<file path="src/rtl/gbf_loader.sv">
// Fill engine for one double-buffered GBF pair: writes a valid/ready line stream
// into bank 1 or bank 2, serving the controller's need_data requests in ping-pong order.
module gbf_loader #(
    parameter int GBF_DATA_BITWIDTH = 256,
    parameter int GBF_ADDR_BITWIDTH = 5,
    parameter int GBF_DEPTH         = 32,
    parameter int TILE_CNT_BITWIDTH = 16
) (
    input  logic                         clk,
    input  logic                         reset,
    input  logic                         start,
    input  logic [GBF_ADDR_BITWIDTH:0]   cfg_fill_len,
    input  logic [TILE_CNT_BITWIDTH-1:0] cfg_num_tiles,
    input  logic                         need_data1,
    input  logic                         need_data2,
    input  logic                         s_valid,
    input  logic [GBF_DATA_BITWIDTH-1:0] s_data,
    output logic                         s_ready,
    output logic                         en1a,
    output logic                         we1a,
    output logic [GBF_ADDR_BITWIDTH-1:0] addr1a,
    output logic [GBF_DATA_BITWIDTH-1:0] w_data1a,
    output logic                         en2a,
    output logic                         we2a,
    output logic [GBF_ADDR_BITWIDTH-1:0] addr2a,
    output logic [GBF_DATA_BITWIDTH-1:0] w_data2a,
    output logic                         buf1_ready,
    output logic                         buf2_ready,
    output logic                         data_avail,
    output logic                         busy,
    output logic                         finish
);
    localparam int LW = GBF_ADDR_BITWIDTH + 1;

    typedef enum logic [2:0] {IDLE, ARB, FILL1, FILL2, DONE} state_t;

    state_t                       state_q;
    logic [LW-1:0]                fill_len_q;
    logic [TILE_CNT_BITWIDTH-1:0] num_tiles_q;
    logic [TILE_CNT_BITWIDTH-1:0] tiles_started_q;
    logic [GBF_ADDR_BITWIDTH-1:0] line_cnt_q;
    logic                         need1_q, need2_q, pend1_q, pend2_q;
    logic                         last_bank_q;   // 1 means bank 2 was filled last
    logic                         en1_q, we1_q, en2_q, we2_q;
    logic [GBF_ADDR_BITWIDTH-1:0] addr1_q, addr2_q;
    logic [GBF_DATA_BITWIDTH-1:0] wdata1_q, wdata2_q;
    logic                         buf1_ready_q, buf2_ready_q, busy_q, finish_q;

    logic                         rise1_d, rise2_d, last_beat_d;
    logic [GBF_ADDR_BITWIDTH-1:0] line_cnt_d;
    logic [TILE_CNT_BITWIDTH-1:0] tiles_started_d;
    logic [LW-1:0]                fill_len_d;

    assign rise1_d         = need_data1 & ~need1_q;
    assign rise2_d         = need_data2 & ~need2_q;
    assign line_cnt_d      = line_cnt_q + GBF_ADDR_BITWIDTH'(1);
    assign tiles_started_d = tiles_started_q + TILE_CNT_BITWIDTH'(1);
    assign last_beat_d     = ({1'b0, line_cnt_q} == (fill_len_q - LW'(1)));
    assign fill_len_d      = (cfg_fill_len == '0 || cfg_fill_len > LW'(GBF_DEPTH))
                             ? LW'(GBF_DEPTH) : cfg_fill_len;

    assign s_ready    = (state_q == FILL1) || (state_q == FILL2);
    assign en1a       = en1_q;
    assign we1a       = we1_q;
    assign addr1a     = addr1_q;
    assign w_data1a   = wdata1_q;
    assign en2a       = en2_q;
    assign we2a       = we2_q;
    assign addr2a     = addr2_q;
    assign w_data2a   = wdata2_q;
    assign buf1_ready = buf1_ready_q;
    assign buf2_ready = buf2_ready_q;
    assign busy       = busy_q;
    assign finish     = finish_q;
    assign data_avail = busy_q && (tiles_started_q < num_tiles_q);

    always_ff @(posedge clk or negedge reset) begin
        if (!reset) begin
            state_q         <= IDLE;
            fill_len_q      <= '0;
            num_tiles_q     <= '0;
            tiles_started_q <= '0;
            line_cnt_q      <= '0;
            need1_q         <= 1'b0;
            need2_q         <= 1'b0;
            pend1_q         <= 1'b0;
            pend2_q         <= 1'b0;
            last_bank_q     <= 1'b1;
            en1_q           <= 1'b0;
            we1_q           <= 1'b0;
            en2_q           <= 1'b0;
            we2_q           <= 1'b0;
            addr1_q         <= '0;
            addr2_q         <= '0;
            wdata1_q        <= '0;
            wdata2_q        <= '0;
            buf1_ready_q    <= 1'b0;
            buf2_ready_q    <= 1'b0;
            busy_q          <= 1'b0;
            finish_q        <= 1'b0;
        end else begin
            need1_q <= need_data1;
            need2_q <= need_data2;
            en1_q   <= 1'b0;
            we1_q   <= 1'b0;
            en2_q   <= 1'b0;
            we2_q   <= 1'b0;
            // A new request means the controller consumed the bank; a final write below overrides.
            if (rise1_d) buf1_ready_q <= 1'b0;
            if (rise2_d) buf2_ready_q <= 1'b0;

            case (state_q)
                IDLE: begin
                    if (start) begin
                        fill_len_q      <= fill_len_d;
                        num_tiles_q     <= cfg_num_tiles;
                        tiles_started_q <= '0;
                        busy_q          <= 1'b1;
                        finish_q        <= 1'b0;
                        state_q         <= ARB;
                    end
                end
                ARB: begin
                    if (tiles_started_q == num_tiles_q) begin
                        busy_q   <= 1'b0;
                        finish_q <= 1'b1;
                        state_q  <= DONE;
                    end else if (pend1_q && (!pend2_q || last_bank_q)) begin
                        tiles_started_q <= tiles_started_d;
                        line_cnt_q      <= '0;
                        buf1_ready_q    <= 1'b0;
                        pend1_q         <= 1'b0;
                        state_q         <= FILL1;
                    end else if (pend2_q) begin
                        tiles_started_q <= tiles_started_d;
                        line_cnt_q      <= '0;
                        buf2_ready_q    <= 1'b0;
                        pend2_q         <= 1'b0;
                        state_q         <= FILL2;
                    end
                end
                FILL1: begin
                    if (s_valid) begin
                        en1_q      <= 1'b1;
                        we1_q      <= 1'b1;
                        addr1_q    <= line_cnt_q;
                        wdata1_q   <= s_data;
                        line_cnt_q <= line_cnt_d;
                        if (last_beat_d) begin
                            last_bank_q  <= 1'b0;
                            buf1_ready_q <= 1'b1;
                            state_q      <= ARB;
                        end
                    end
                end
                FILL2: begin
                    if (s_valid) begin
                        en2_q      <= 1'b1;
                        we2_q      <= 1'b1;
                        addr2_q    <= line_cnt_q;
                        wdata2_q   <= s_data;
                        line_cnt_q <= line_cnt_d;
                        if (last_beat_d) begin
                            last_bank_q  <= 1'b1;
                            buf2_ready_q <= 1'b1;
                            state_q      <= ARB;
                        end
                    end
                end
                DONE:    state_q <= IDLE;
                default: state_q <= IDLE;
            endcase

            // Placed after the FSM so a request arriving as a fill starts is not lost.
            if (rise1_d) pend1_q <= 1'b1;
            if (rise2_d) pend2_q <= 1'b1;
        end
    end
endmodule

</file>
<file path="config.mk">
export PLATFORM = sky130hd
export DESIGN_NAME = gbf_loader
export DESIGN_NICKNAME = d
export VERILOG_FILES = /design/src/rtl/gbf_loader.sv
export SDC_FILE = /design/constraint.sdc
export NUM_CORES = 1
export LEC_CHECK = 0
export CAP_MARGIN = 40
export CORE_AREA = 2 2 315 317
export CTS_CLUSTER_SIZE = 14
export DETAILED_ROUTE_END_ITERATION = 10
export DIE_AREA = 0 0 317 319
export PLACE_DENSITY = 0.47
export SYNTH_ARGS = -nofsm -noshare
export SYNTH_HDL_FRONTEND = slang
export SYNTH_SLANG_ARGS = --single-unit
</file>
<file path="constraint.sdc">
create_clock -name clk -period 2.2 [get_ports clk]
set_input_delay 0.22 -clock clk [delete_from_list [all_inputs] [get_ports clk]]
set_output_delay 0.22 -clock clk [all_outputs]
set_load 0.02 [all_outputs]
</file>
==> flow_summary.ini <==
[clock_network]
clk_path_buf_depth = 3
clk_latency_ns = 0.63
clock-root-buffer = clkbuf_16
cts_sinks = 579
clk_pin_slew_worst_paths_ns = 0.06
cts_buffers = 71
h-tree-depth = 3
cts_tree = built

[floorplan]
die_area_um2 = 101000
fp.dieW_um = 317
ios = 816
num_rows = 115
die_height_um = 319
start_util_pct = 23.0
core_area_um2 = 97700

[worst_setup_path]
worstSetupStartpointType = register
cpMaxStageDelayCell = dfrtp_1
worstRegToRegCells = 9
cp-end-kind = output pin
r2r_start = tiles_started_q[1]$_DFFE_PN0P_
worstPathMaxFanout = 2
path_cells = inv_2 > ha_4 > nor2b_4 > o31ai_4 > a2111oi_4 > a211o_1 > a31oi_1 > buf_4
r2r_end = tiles_started_q[7]$_DFFE_PN0P_
cp_top_family = compound AO/OA/AOI/OAI gates
worst_ep_required_time_ns = 1.98
r2r_slack_ns = 0.01
crit_buf_inv = 2
slowest_delay_ns = 0.37
crit_type = reg2out
crit_arrival_ns = 2.39

[logic_synthesis]
post-synth-top-count-cell = nand2_1
syn-instance-count = 1997
synth-xor-area-share_pct = 0.234
synth-edff-count = 0
synth.area.mux_share_pct = 13.4
yosysTopAreaCell = dfrtp_1
avgSynthCellArea_um2 = 11.3
synth-simple-area-share_pct = 16.2
yosysTopAreaCellShare_pct = 64.3
yosysSeqAreaShare_pct = 64.5
ys_ff_latch = 579
synth_compound_area_share_pct = 2.13
synth-main-ff-cell = dfrtp_1
syn_area_um2 = 22500
syn_nets = 2300
synthTopCellsByArea = dfrtp_1, nand2_1, mux2_2
yosys-top-cells-count = nand2_1, dfrtp_1, mux2_2
async_flop_share_pct = 100
yosysWarnings = 0
synthAdderAreaFrac_pct = 1.06
synth_cell_types = 52
synth_top_family_by_area = simple AND/OR/NAND/NOR gates

[placement]
gp_congestion = 0.832
io_buffers = 815
place_hpwl_mm = 63.5

[sta]
worst_pin_slew_ns = 0.528
grt_setup_unrepaired = true
relSlewSlack_pct = 64.7
slew_viol_final = 0
period_share_pct = 118
fin_skew_ns = 0.0177
timing.hold.ws_ns = 0.0610
finalHoldViolCount = 0
finalSetupViolCount = 1
clock.fmax_ghz = 0.384
layout_setup_ws_ns = -0.405
min_period_ns = 2.61

[drt]
vias = 17789
wirelength_mm = 84.8
wl_per_cell_um = 19.9
antenna_left = 0
dr.pass1.iters = 5
vias_per_cell = 4.19
post-route-drc-count = 0
drt_iter0_markers = 781

[power]
p_leak_nw = 16.0
powerDensity_nw_per_um2 = 1640
ir_drop_v = 0.000822

[global_routing]
grt_max_degree = 90
grt_overflow = 0
grt_pass1_wl_mm = 125
antenna_found_initial = 8
grt_pass1_vias = 18740
grt_usage_pct = 16.4

[final_layout]
fin_util_pct = 36.5
syn_to_final_growth_pct = 58.5
drive_gt1_share_pct = 17.6
fin_nets = 3210
nFillCells = 9663

[run_status]
run_status = complete, but fails checks
violations = setup timing

[min_path]
hold_path_class = in2async

[flow_run]
cap_violations = 0
==> sequential cells by signal, summed over array words and instances (netlist names), 5 cells and up <==
name,flops
w_data1a,256
w_data2a,256
num_tiles_q,16
tiles_started_q,16
fill_len_q,6
addr1a,5
addr2a,5
line_cnt_q,5
==> how the worst max path moves through the flow <==
stage | start | end | slack (ns) | cells past startpoint
after floorplan | tiles_started_q[3]$_DFFE_PN0P_ | tiles_started_q[13]$_DFFE_PN0P_ | 0.05 | 9
after global placement | num_tiles_q[4]$_DFFE_PN0P_ | data_avail | -0.38 | 8
after detailed placement | tiles_started_q[10]$_DFFE_PN0P_ | data_avail | -0.40 | 7
after CTS | tiles_started_q[4]$_DFFE_PN0P_ | data_avail | -0.50 | 7
after global routing | num_tiles_q[1]$_DFFE_PN0P_ | data_avail | -0.53 | 8
final | num_tiles_q[1]$_DFFE_PN0P_ | data_avail | -0.41 | 8
==> per-layer routing <==
layer / wire length [µm] / GRT usage (%) / part of all wire (%) / up-vias
met2: 42800 / 28.3 / 50 / 546
met1: 32800 / 18.7 / 39 / 8804
li1: - / - / - / 8310
met5: 0 / 0 / 0 / -
met4: 3000 / 6.97 / 3.5 / 0
met3: 6220 / 4.83 / 7.3 / 129
==> area by class of cell <==
class	count	area [µm²]	area share, %
multi-input cells	1293	7630	21.4
clock inverters	18	246	0.692
flip-flops and latches	579	14500	40.7
clock buffers	102	2030	5.71
repair buffers	935	9480	26.6
well taps	1287	1610	4.52
diodes	8	20.0	0.0562
inverters	27	111	0.313
==> repair_timing <==
| item | CTS | global route |
|---|---|---|
| hold endpoints to repair | 289 | 0 |
| gates resized for setup | 14 | 34 |
| cloned | 0 | 1 |
| hold buffers | 1 | 0 |
| endpoints found under the setup margin | 2 | 33 |
| setup buffers | 1 | 6 |
| pin swaps | 3 | 8 |
==> report_power, final <==
part	leakage [nW]	switching [mW]	internal, mW
registers	7.03	2.84	15.8
logic	7.84	14.8	13.3
clock network	1.12	4.70	6.90
total	16.0	22.4	35.9
==> cells in the final DEF, fill, tap and decap left out, drive strengths merged, types with 13 or more instances in the layout <==
cell type	synthesis	layout
o21ai	33	33
ha	19	19
nor2	19	19
clkdlybuf4s50	0	812
clkbuf	41	103
a21oi	16	16
dfrtp	578	578
mux2	261	261
nand2	835	835
nand4	13	13
nand2b	15	15
inv	27	33
buf	57	120
==> logic make-up (layout without fill, tap and decap cells) <==
kind of cell / Yosys count / count (layout)
buffers and inverters: 125 / 1082
XOR/XNOR: 6 / 6
adder cells (fa/ha/maj): 19 / 19
AO/OA/AOI/OAI: 76 / 76
other: 0 / 8
AND/OR/NAND/NOR: 923 / 923
multiplexers: 269 / 269
flip-flops: 579 / 579
==> through the flow <==
step                      area [µm²]  instances  TNS [ns]  worst slack [ns]  power (mW)
after floorplan                22500       1997         0            0.0451        31.5
after global placement         33000       4112    -0.384            -0.381        46.6
after detailed placement       33000       4112    -0.595            -0.403        46.9
after CTS                      35400       4234    -0.499            -0.499        59.0
after global routing           35600       4247     -1.29            -0.526        61.6
final                          35600       4249    -0.405            -0.405        58.3
(Power assumes the default switching activity.)
